File: src/rtl/fpu_sp_pkg.sv
// Shared types and constants for the single-precision FPU blocks.
package fpu_sp_pkg;

  typedef struct packed {
    logic        sign;
    logic [7:0]  exp;
    logic [22:0] man;
  } fp32_t;

  localparam int          BIAS    = 127;
  localparam logic [7:0]  EXP_MAX = 8'hFF;
  localparam logic [31:0] QNAN    = 32'h7FC00000;

  // Bit positions inside the 5-bit flags vector {invalid, div_by_zero, overflow, underflow, inexact}
  localparam int FLAG_INVALID   = 4;
  localparam int FLAG_DIV_ZERO  = 3;
  localparam int FLAG_OVERFLOW  = 2;
  localparam int FLAG_UNDERFLOW = 1;
  localparam int FLAG_INEXACT   = 0;

  // 26 quotient bits: integer bit, 23 fraction bits, guard, round
  localparam logic [4:0] LAST_ITER = 5'd25;

  typedef enum logic [1:0] {
    IDLE,
    DIVIDE,
    ROUND,
    DONE
  } state_t;

endpackage

File: src/rtl/fpu_sp_divider_if.sv
// Operand/result handshake bundle for the single-precision divider.
interface fpu_sp_divider_if;

  logic        in_valid;
  logic        in_ready;
  logic [31:0] a;
  logic [31:0] b;
  logic        out_valid;
  logic        out_ready;
  logic [31:0] result;
  logic [4:0]  flags;

  modport master (
    output in_valid, a, b, out_ready,
    input  in_ready, out_valid, result, flags
  );

  modport slave (
    input  in_valid, a, b, out_ready,
    output in_ready, out_valid, result, flags
  );

endinterface

File: src/rtl/fpu_sp_classify.sv
// Operand classifier; subnormals count as zero because the FPU flushes them.
module fpu_sp_classify
  import fpu_sp_pkg::*;
(
  input  logic [7:0]  exp,
  input  logic [22:0] man,
  output logic        is_zero,
  output logic        is_inf,
  output logic        is_nan,
  output logic        is_snan
);

  assign is_zero = (exp == 8'h00);
  assign is_inf  = (exp == EXP_MAX) && (man == 23'd0);
  assign is_nan  = (exp == EXP_MAX) && (man != 23'd0);
  assign is_snan = is_nan && !man[22];

endmodule

File: src/rtl/fpu_sp_divider.sv
// Iterative binary32 divider: restoring radix-2 mantissa divide, round-to-nearest-even, FTZ/DAZ.
module fpu_sp_divider
  import fpu_sp_pkg::*;
#(
  parameter int          WIDTH     = 32,
  parameter logic [31:0] CANON_NAN = QNAN
) (
  input logic             clk,
  input logic             rst,
  fpu_sp_divider_if.slave bus
);

  generate
    if (WIDTH != 32) begin : g_bad_width
      $error("fpu_sp_divider only supports WIDTH = 32");
    end
  endgenerate

  fp32_t op_a, op_b;
  assign op_a = bus.a;
  assign op_b = bus.b;

  logic a_zero, a_inf, a_nan, a_snan;
  logic b_zero, b_inf, b_nan, b_snan;

  fpu_sp_classify u_class_a (
    .exp(op_a.exp), .man(op_a.man),
    .is_zero(a_zero), .is_inf(a_inf), .is_nan(a_nan), .is_snan(a_snan)
  );

  fpu_sp_classify u_class_b (
    .exp(op_b.exp), .man(op_b.man),
    .is_zero(b_zero), .is_inf(b_inf), .is_nan(b_nan), .is_snan(b_snan)
  );

  state_t             state;
  logic               in_ready_q, out_valid_q;
  logic [31:0]        result_q;
  logic [4:0]         flags_q;
  logic [4:0]         iter;
  logic [24:0]        rem;
  logic [23:0]        div_m;
  logic [25:0]        quo;
  logic signed [9:0]  exp_q;
  logic               sign_q;

  assign bus.in_ready  = in_ready_q;
  assign bus.out_valid = out_valid_q;
  assign bus.result    = result_q;
  assign bus.flags     = flags_q;

  logic               res_sign;
  logic [23:0]        ma, mb;
  logic               ma_lt_mb;
  logic signed [9:0]  exp_diff;

  assign res_sign = op_a.sign ^ op_b.sign;
  assign ma       = {1'b1, op_a.man};
  assign mb       = {1'b1, op_b.man};
  assign ma_lt_mb = (ma < mb);
  assign exp_diff = $signed({2'b00, op_a.exp}) - $signed({2'b00, op_b.exp}) + $signed(10'(BIAS));

  logic        is_special;
  logic [31:0] spec_result;
  logic [4:0]  spec_flags;

  // Decide whether the operand pair bypasses the mantissa divide, and what it returns
  always_comb begin
    is_special  = 1'b1;
    spec_result = 32'd0;
    spec_flags  = 5'd0;
    if (a_nan || b_nan) begin
      spec_result               = CANON_NAN;
      spec_flags[FLAG_INVALID]  = a_snan || b_snan;
    end else if ((a_zero && b_zero) || (a_inf && b_inf)) begin
      spec_result               = CANON_NAN;
      spec_flags[FLAG_INVALID]  = 1'b1;
    end else if (a_inf) begin
      spec_result = {res_sign, EXP_MAX, 23'd0};
    end else if (b_inf || a_zero) begin
      spec_result = {res_sign, 31'd0};
    end else if (b_zero) begin
      spec_result               = {res_sign, EXP_MAX, 23'd0};
      spec_flags[FLAG_DIV_ZERO] = 1'b1;
    end else begin
      is_special = 1'b0;
    end
  end

  logic        rem_ge;
  logic [24:0] rem_sub;
  logic [24:0] rem_next;

  assign rem_ge   = (rem >= {1'b0, div_m});
  assign rem_sub  = rem_ge ? (rem - {1'b0, div_m}) : rem;
  assign rem_next = {rem_sub[23:0], 1'b0};

  logic              guard, rnd_bit, sticky, round_up, inexact;
  logic [24:0]       mant_sum;
  logic signed [9:0] exp_rnd;
  logic [22:0]       frac_rnd;
  logic [31:0]       rnd_result;
  logic [4:0]        rnd_flags;

  // Round the quotient to nearest-even and pack it, saturating to inf or flushing to zero
  always_comb begin
    guard      = quo[1];
    rnd_bit    = quo[0];
    sticky     = |rem;
    round_up   = guard && (rnd_bit || sticky || quo[2]);
    inexact    = guard || rnd_bit || sticky;
    mant_sum   = {1'b0, quo[25:2]} + {24'd0, round_up};
    exp_rnd    = exp_q + $signed({9'd0, mant_sum[24]});
    frac_rnd   = mant_sum[24] ? 23'd0 : mant_sum[22:0];
    rnd_result = {sign_q, exp_rnd[7:0], frac_rnd};
    rnd_flags  = 5'd0;
    if (exp_rnd >= 10'sd255) begin
      rnd_result                = {sign_q, EXP_MAX, 23'd0};
      rnd_flags[FLAG_OVERFLOW]  = 1'b1;
      rnd_flags[FLAG_INEXACT]   = 1'b1;
    end else if (exp_rnd <= 10'sd0) begin
      rnd_result                = {sign_q, 31'd0};
      rnd_flags[FLAG_UNDERFLOW] = 1'b1;
      rnd_flags[FLAG_INEXACT]   = 1'b1;
    end else begin
      rnd_flags[FLAG_INEXACT]   = inexact;
    end
  end

  // Control FSM: accept, iterate one quotient bit per cycle, round, then hold the result
  always_ff @(posedge clk) begin
    if (rst) begin
      state       <= IDLE;
      in_ready_q  <= 1'b1;
      out_valid_q <= 1'b0;
      result_q    <= 32'd0;
      flags_q     <= 5'd0;
      iter        <= 5'd0;
      rem         <= 25'd0;
      div_m       <= 24'd0;
      quo         <= 26'd0;
      exp_q       <= 10'sd0;
      sign_q      <= 1'b0;
    end else begin
      case (state)
        IDLE: begin
          if (bus.in_valid) begin
            in_ready_q <= 1'b0;
            sign_q     <= res_sign;
            if (is_special) begin
              result_q    <= spec_result;
              flags_q     <= spec_flags;
              out_valid_q <= 1'b1;
              state       <= DONE;
            end else begin
              rem   <= ma_lt_mb ? {ma, 1'b0} : {1'b0, ma};
              exp_q <= ma_lt_mb ? (exp_diff - 10'sd1) : exp_diff;
              div_m <= mb;
              quo   <= 26'd0;
              iter  <= 5'd0;
              state <= DIVIDE;
            end
          end
        end
        DIVIDE: begin
          rem  <= rem_next;
          quo  <= {quo[24:0], rem_ge};
          iter <= iter + 5'd1;
          if (iter == LAST_ITER) begin
            state <= ROUND;
          end
        end
        ROUND: begin
          result_q    <= rnd_result;
          flags_q     <= rnd_flags;
          out_valid_q <= 1'b1;
          state       <= DONE;
        end
        DONE: begin
          if (bus.out_ready) begin
            out_valid_q <= 1'b0;
            in_ready_q  <= 1'b1;
            state       <= IDLE;
          end
        end
        default: state <= IDLE;
      endcase
    end
  end

endmodule

File: src/flat_wrapper.sv
// flat-port wrapper written by rule: the top's interface ports become plain ports
module fpu_sp_divider_flat import fpu_sp_pkg::*;
#(
  parameter int          WIDTH     = 32,
  parameter logic [31:0] CANON_NAN = QNAN
)
  (clk, rst, bus_in_valid, bus_a, bus_b, bus_out_ready, bus_in_ready, bus_out_valid, bus_result, bus_flags);
  fpu_sp_divider_if bus_i ();
  input logic clk;
  input logic rst;
  input wire logic [$bits(bus_i.in_valid)-1:0] bus_in_valid;
  input wire logic [$bits(bus_i.a)-1:0] bus_a;
  input wire logic [$bits(bus_i.b)-1:0] bus_b;
  input wire logic [$bits(bus_i.out_ready)-1:0] bus_out_ready;
  output wire logic [$bits(bus_i.in_ready)-1:0] bus_in_ready;
  output wire logic [$bits(bus_i.out_valid)-1:0] bus_out_valid;
  output wire logic [$bits(bus_i.result)-1:0] bus_result;
  output wire logic [$bits(bus_i.flags)-1:0] bus_flags;
  assign bus_i.in_valid = bus_in_valid;
  assign bus_i.a = bus_a;
  assign bus_i.b = bus_b;
  assign bus_i.out_ready = bus_out_ready;
  assign bus_in_ready = bus_i.in_ready;
  assign bus_out_valid = bus_i.out_valid;
  assign bus_result = bus_i.result;
  assign bus_flags = bus_i.flags;
  fpu_sp_divider #(.WIDTH(WIDTH), .CANON_NAN(CANON_NAN)) u_core (.clk(clk), .rst(rst), .bus(bus_i));
endmodule
File: config.mk
export PLATFORM = sky130hd
export DESIGN_NAME = fpu_sp_divider_flat
export DESIGN_NICKNAME = d
export VERILOG_FILES = /design/src/rtl/fpu_sp_pkg.sv /design/src/rtl/fpu_sp_divider_if.sv /design/src/rtl/fpu_sp_classify.sv /design/src/rtl/fpu_sp_divider.sv /design/src/flat_wrapper.sv
export SDC_FILE = /design/constraint.sdc
export NUM_CORES = 1
export LEC_CHECK = 0
export ABC_CLOCK_PERIOD_IN_PS = 4570
export CAP_MARGIN = 20
export CORE_ASPECT_RATIO = 1.4
export CORE_MARGIN = 2
export CORE_UTILIZATION = 48
export DETAILED_ROUTE_END_ITERATION = 8
export PLACE_DENSITY = 0.7
export RECOVER_POWER = 25
export SLEW_MARGIN = 5
export SYNTH_ARGS = -nofsm -noshare
export SYNTH_HDL_FRONTEND = slang
export SYNTH_HIERARCHICAL = 1
export SYNTH_SLANG_ARGS = --single-unit
File: constraint.sdc
create_clock -name clk -period 4.57 [get_ports clk]
set_input_delay 1.371 -clock clk [delete_from_list [all_inputs] [get_ports clk]]
set_output_delay 1.371 -clock clk [all_outputs]
set_load 0.02 [all_outputs]
==> results.md <==
- Postcts setup bufs: 0
- Core region area: 18,600 um^2
- Via count: 9,103
- Ys async rst share: 0%
- Pint: 3.63 mW
- Worst Path Required: 4900 ps
- Final Cycle Share: 90.4%
- RSZ-0062 raised after global routing: no
- Clock sink count: 132
- Synth Warn #: 6
- Worst-Skew Late Latency: 430 ps
- Final setup fails: 0
- Crit path capture type: register
- Clock transition at path regs: 60 ps
- Post-synth EDFFs: 0
- ANT nets after route: 0
- Max rail drop VDD: 0.420 mV
- Initial antenna violation count: 1
- Post-CTS sizing: 0
- Pin count of the biggest net entering global routing: 62
- Commonest non-fill, non-tap cell in the layout: nand2_1
- CTS Root Cell: clkbuf_16
- PwrDens: 609 nW/um^2
- Max Cap Violations: 0
- CP Data Arrival Time: 4470 ps
- Status: completed
- Vias in the first global route: 8,584
- Clock buffer depth: 2
- Hold bufs inserted after CTS: 0
- Post-Route Utilization: 60.2%
- Clk pwr share: 19.9%
- Sequential Power Share: 23.0%
- Total power: 6.81 mW
- Switch share: 46.7%
- Die Ht: 167 um
- Final hold vios: 0
- GRT Residual Overflow: 0
- Final wirelength: 27.6 mm
- Width of the chip: 120 um
- Initial Util: 48.9%
- Seq/Total Area, Yosys: 29.0%
- # IOs: 107
- Fin. max-slew vios: 0
- Synthesized cell area: 9100 um^2
- Final Skew: 14.3 ps
- Pre-antenna DRT Iters: 6
- Tot GR Track Use: 27.2%
- Worst Tran Pin Value: 1280 ps
- Mapped Cells: 1,189
- Lkg Pwr: 4.45 nW
- Die Area: 20,100 um^2
- Post-synthesis register bit count: 132
- Comb power frac: 57.1%
- Area leader, netlist: dfxtp_1
- Post-Syn Nets: 1,325
- Synth cell types: 74
- Slew HR: 14.7%
- Num CTS Buffers: 17
- Residual DRC count: 0
- Peak fanout along the critical path: 3
- CTS tree: yes
- Syn_area_per_cell: 7.66 um^2
- Area share of the largest cell type after synthesis: 29.0%
- First-pass GRT wire length: 43.6 mm
- FMAX: 242 MHz
- Minimum clock period: 4130 ps
- Area after DPL: 10,600 um^2
- Most frequent cells in the layout: nand2_1 (143), dfxtp_1 (132), a21oi_1 (127)
- Post-DP HPWL: 21.0 mm
- Switching pwr: 3.18 mW
- Startpoint type of the worst setup path: input pin
- H-tree levels: 4
- Share of cells above drive strength 1: 9.30%
- Setup TNS: 0 ps
- Critical path class: in -> reg
- Area Growth Syn to Fin: 23.0%
- Gpl congestion: 0.989
- DR vias/cell: 5.85
- Top FF cell, synth: dfxtp_1
- Top cells by area, synth: dfxtp_1 (29%), ha_1 (9.1%), a21oi_1 (7.1%), nand2_1 (5.9%), nand3_1 (4.2%)
- Nets: 1,435
- 1st-iter DRT viols: 591
- Hold WC Path Type: reg -> reg
- Design area: 11,200 um^2
- Buffers on Ports: 106
- Wire per inst: 17.7 um
- Std cell rows: 59
==> cells by family after synthesis <==
group           Yosys count  share of synthesized area (%)
fa+ha+maj                68                           9.51
flops                   132                           29.0
simple gates            444                           24.3
buf+inv                 132                           5.62
mux                      27                           3.18
xor+xnor                 69                           6.80
compound gates          317                           21.5
==> cells in the mapped netlist, drive strengths merged (12+ instances only) <==
cell type	number
nand2	143
dfxtp	132
a21oi	130
nor2	84
nand3	76
inv	75
ha	66
o21ai	61
clkbuf	45
xnor2	43
nor3	31
xor2	26
a22oi	24
a211oi	21
and3	17
nand4	17
nor4	16
a31oi	15
mux2	15
buf	12
mux2i	12
==> layer usage <==
| layer | up-vias | global-route usage (%) | wire length [um] |
|---|---|---|---|
| met4 | 0 | 13.9 | 1230 |
| met2 | 283 | 48.6 | 14100 |
| met5 | - | 0 | 0 |
| met1 | 4267 | 31.0 | 11200 |
| li1 | 4488 | - | - |
| met3 | 65 | 3.90 | 1030 |
==> critical path, stage by stage <==
cell,delay [ps]
clkdlybuf4s50_1,510
inv_1,70
ha_1,210
inv_1,70
fa_1,400
inv_1,110
ha_1,210
nand3_1,80
mux2_2,310
xor2_2,230
nand4b_4,150
nor4_1,370
xnor2_1,160
nand2_1,70
a21oi_1,140
==> sequential cells by signal, summed over array words and instances, names as in the netlist <==
name and flops:
u_core/bus.flags 5, u_core/bus.in_ready 1, u_core/iter 5, u_core/bus.result 32
u_core/quo 26, u_core/state 2, u_core/sign_q 1, u_core/rem 25
u_core/bus.out_valid 1, u_core/div_m 24, u_core/exp_q 10
==> cell type report <==
class,instances,area (um^2)
clock buffer,18,429
multi-input combinational,925,5980
sequential,132,2640
clock inverter,14,154
timing repair buffer,148,1400
tap,244,305
antenna,1,2.50
fill,1750,7410
inverter,75,282
==> stage by stage <==
stage / hold slack (ps) / cells / worst slack [ps]
5_1_grt: 471 / 1557 / 81.0
3_3_place_gp: 440 / 1524 / 136
2_1_floorplan: 432 / 1189 / 734
4_1_cts: 457 / 1556 / 460
6_report: 454 / 1557 / 439
3_5_place_dp: 448 / 1524 / 57.5
==> power groups by stage <==
stage,combinational (mW),clock [mW],sequential (mW)
final,3.89,1.35,1.57
after global routing,4.27,1.43,1.59
after CTS,3.85,1.37,1.56
after detailed placement,3.83,0,1.58
after global placement,3.79,0,1.58
after floorplan,2.83,0,1.52
==> path summary, 6_finish.rpt <==
check / start / to / slack, ps / cells after the start
setup / recovery: bus_a[23] / u_core/exp_q[8] / 440 / 15
hold / removal: u_core/div_m[7] / u_core/div_m[7] / 450 / 2
setup reg to reg: u_core/quo[1] / u_core/bus.result[17] / 480 / 18
hold reg to reg: u_core/div_m[7] / u_core/div_m[7] / 450 / 2
No activity file was read; power rests on OpenSTA's default activity.
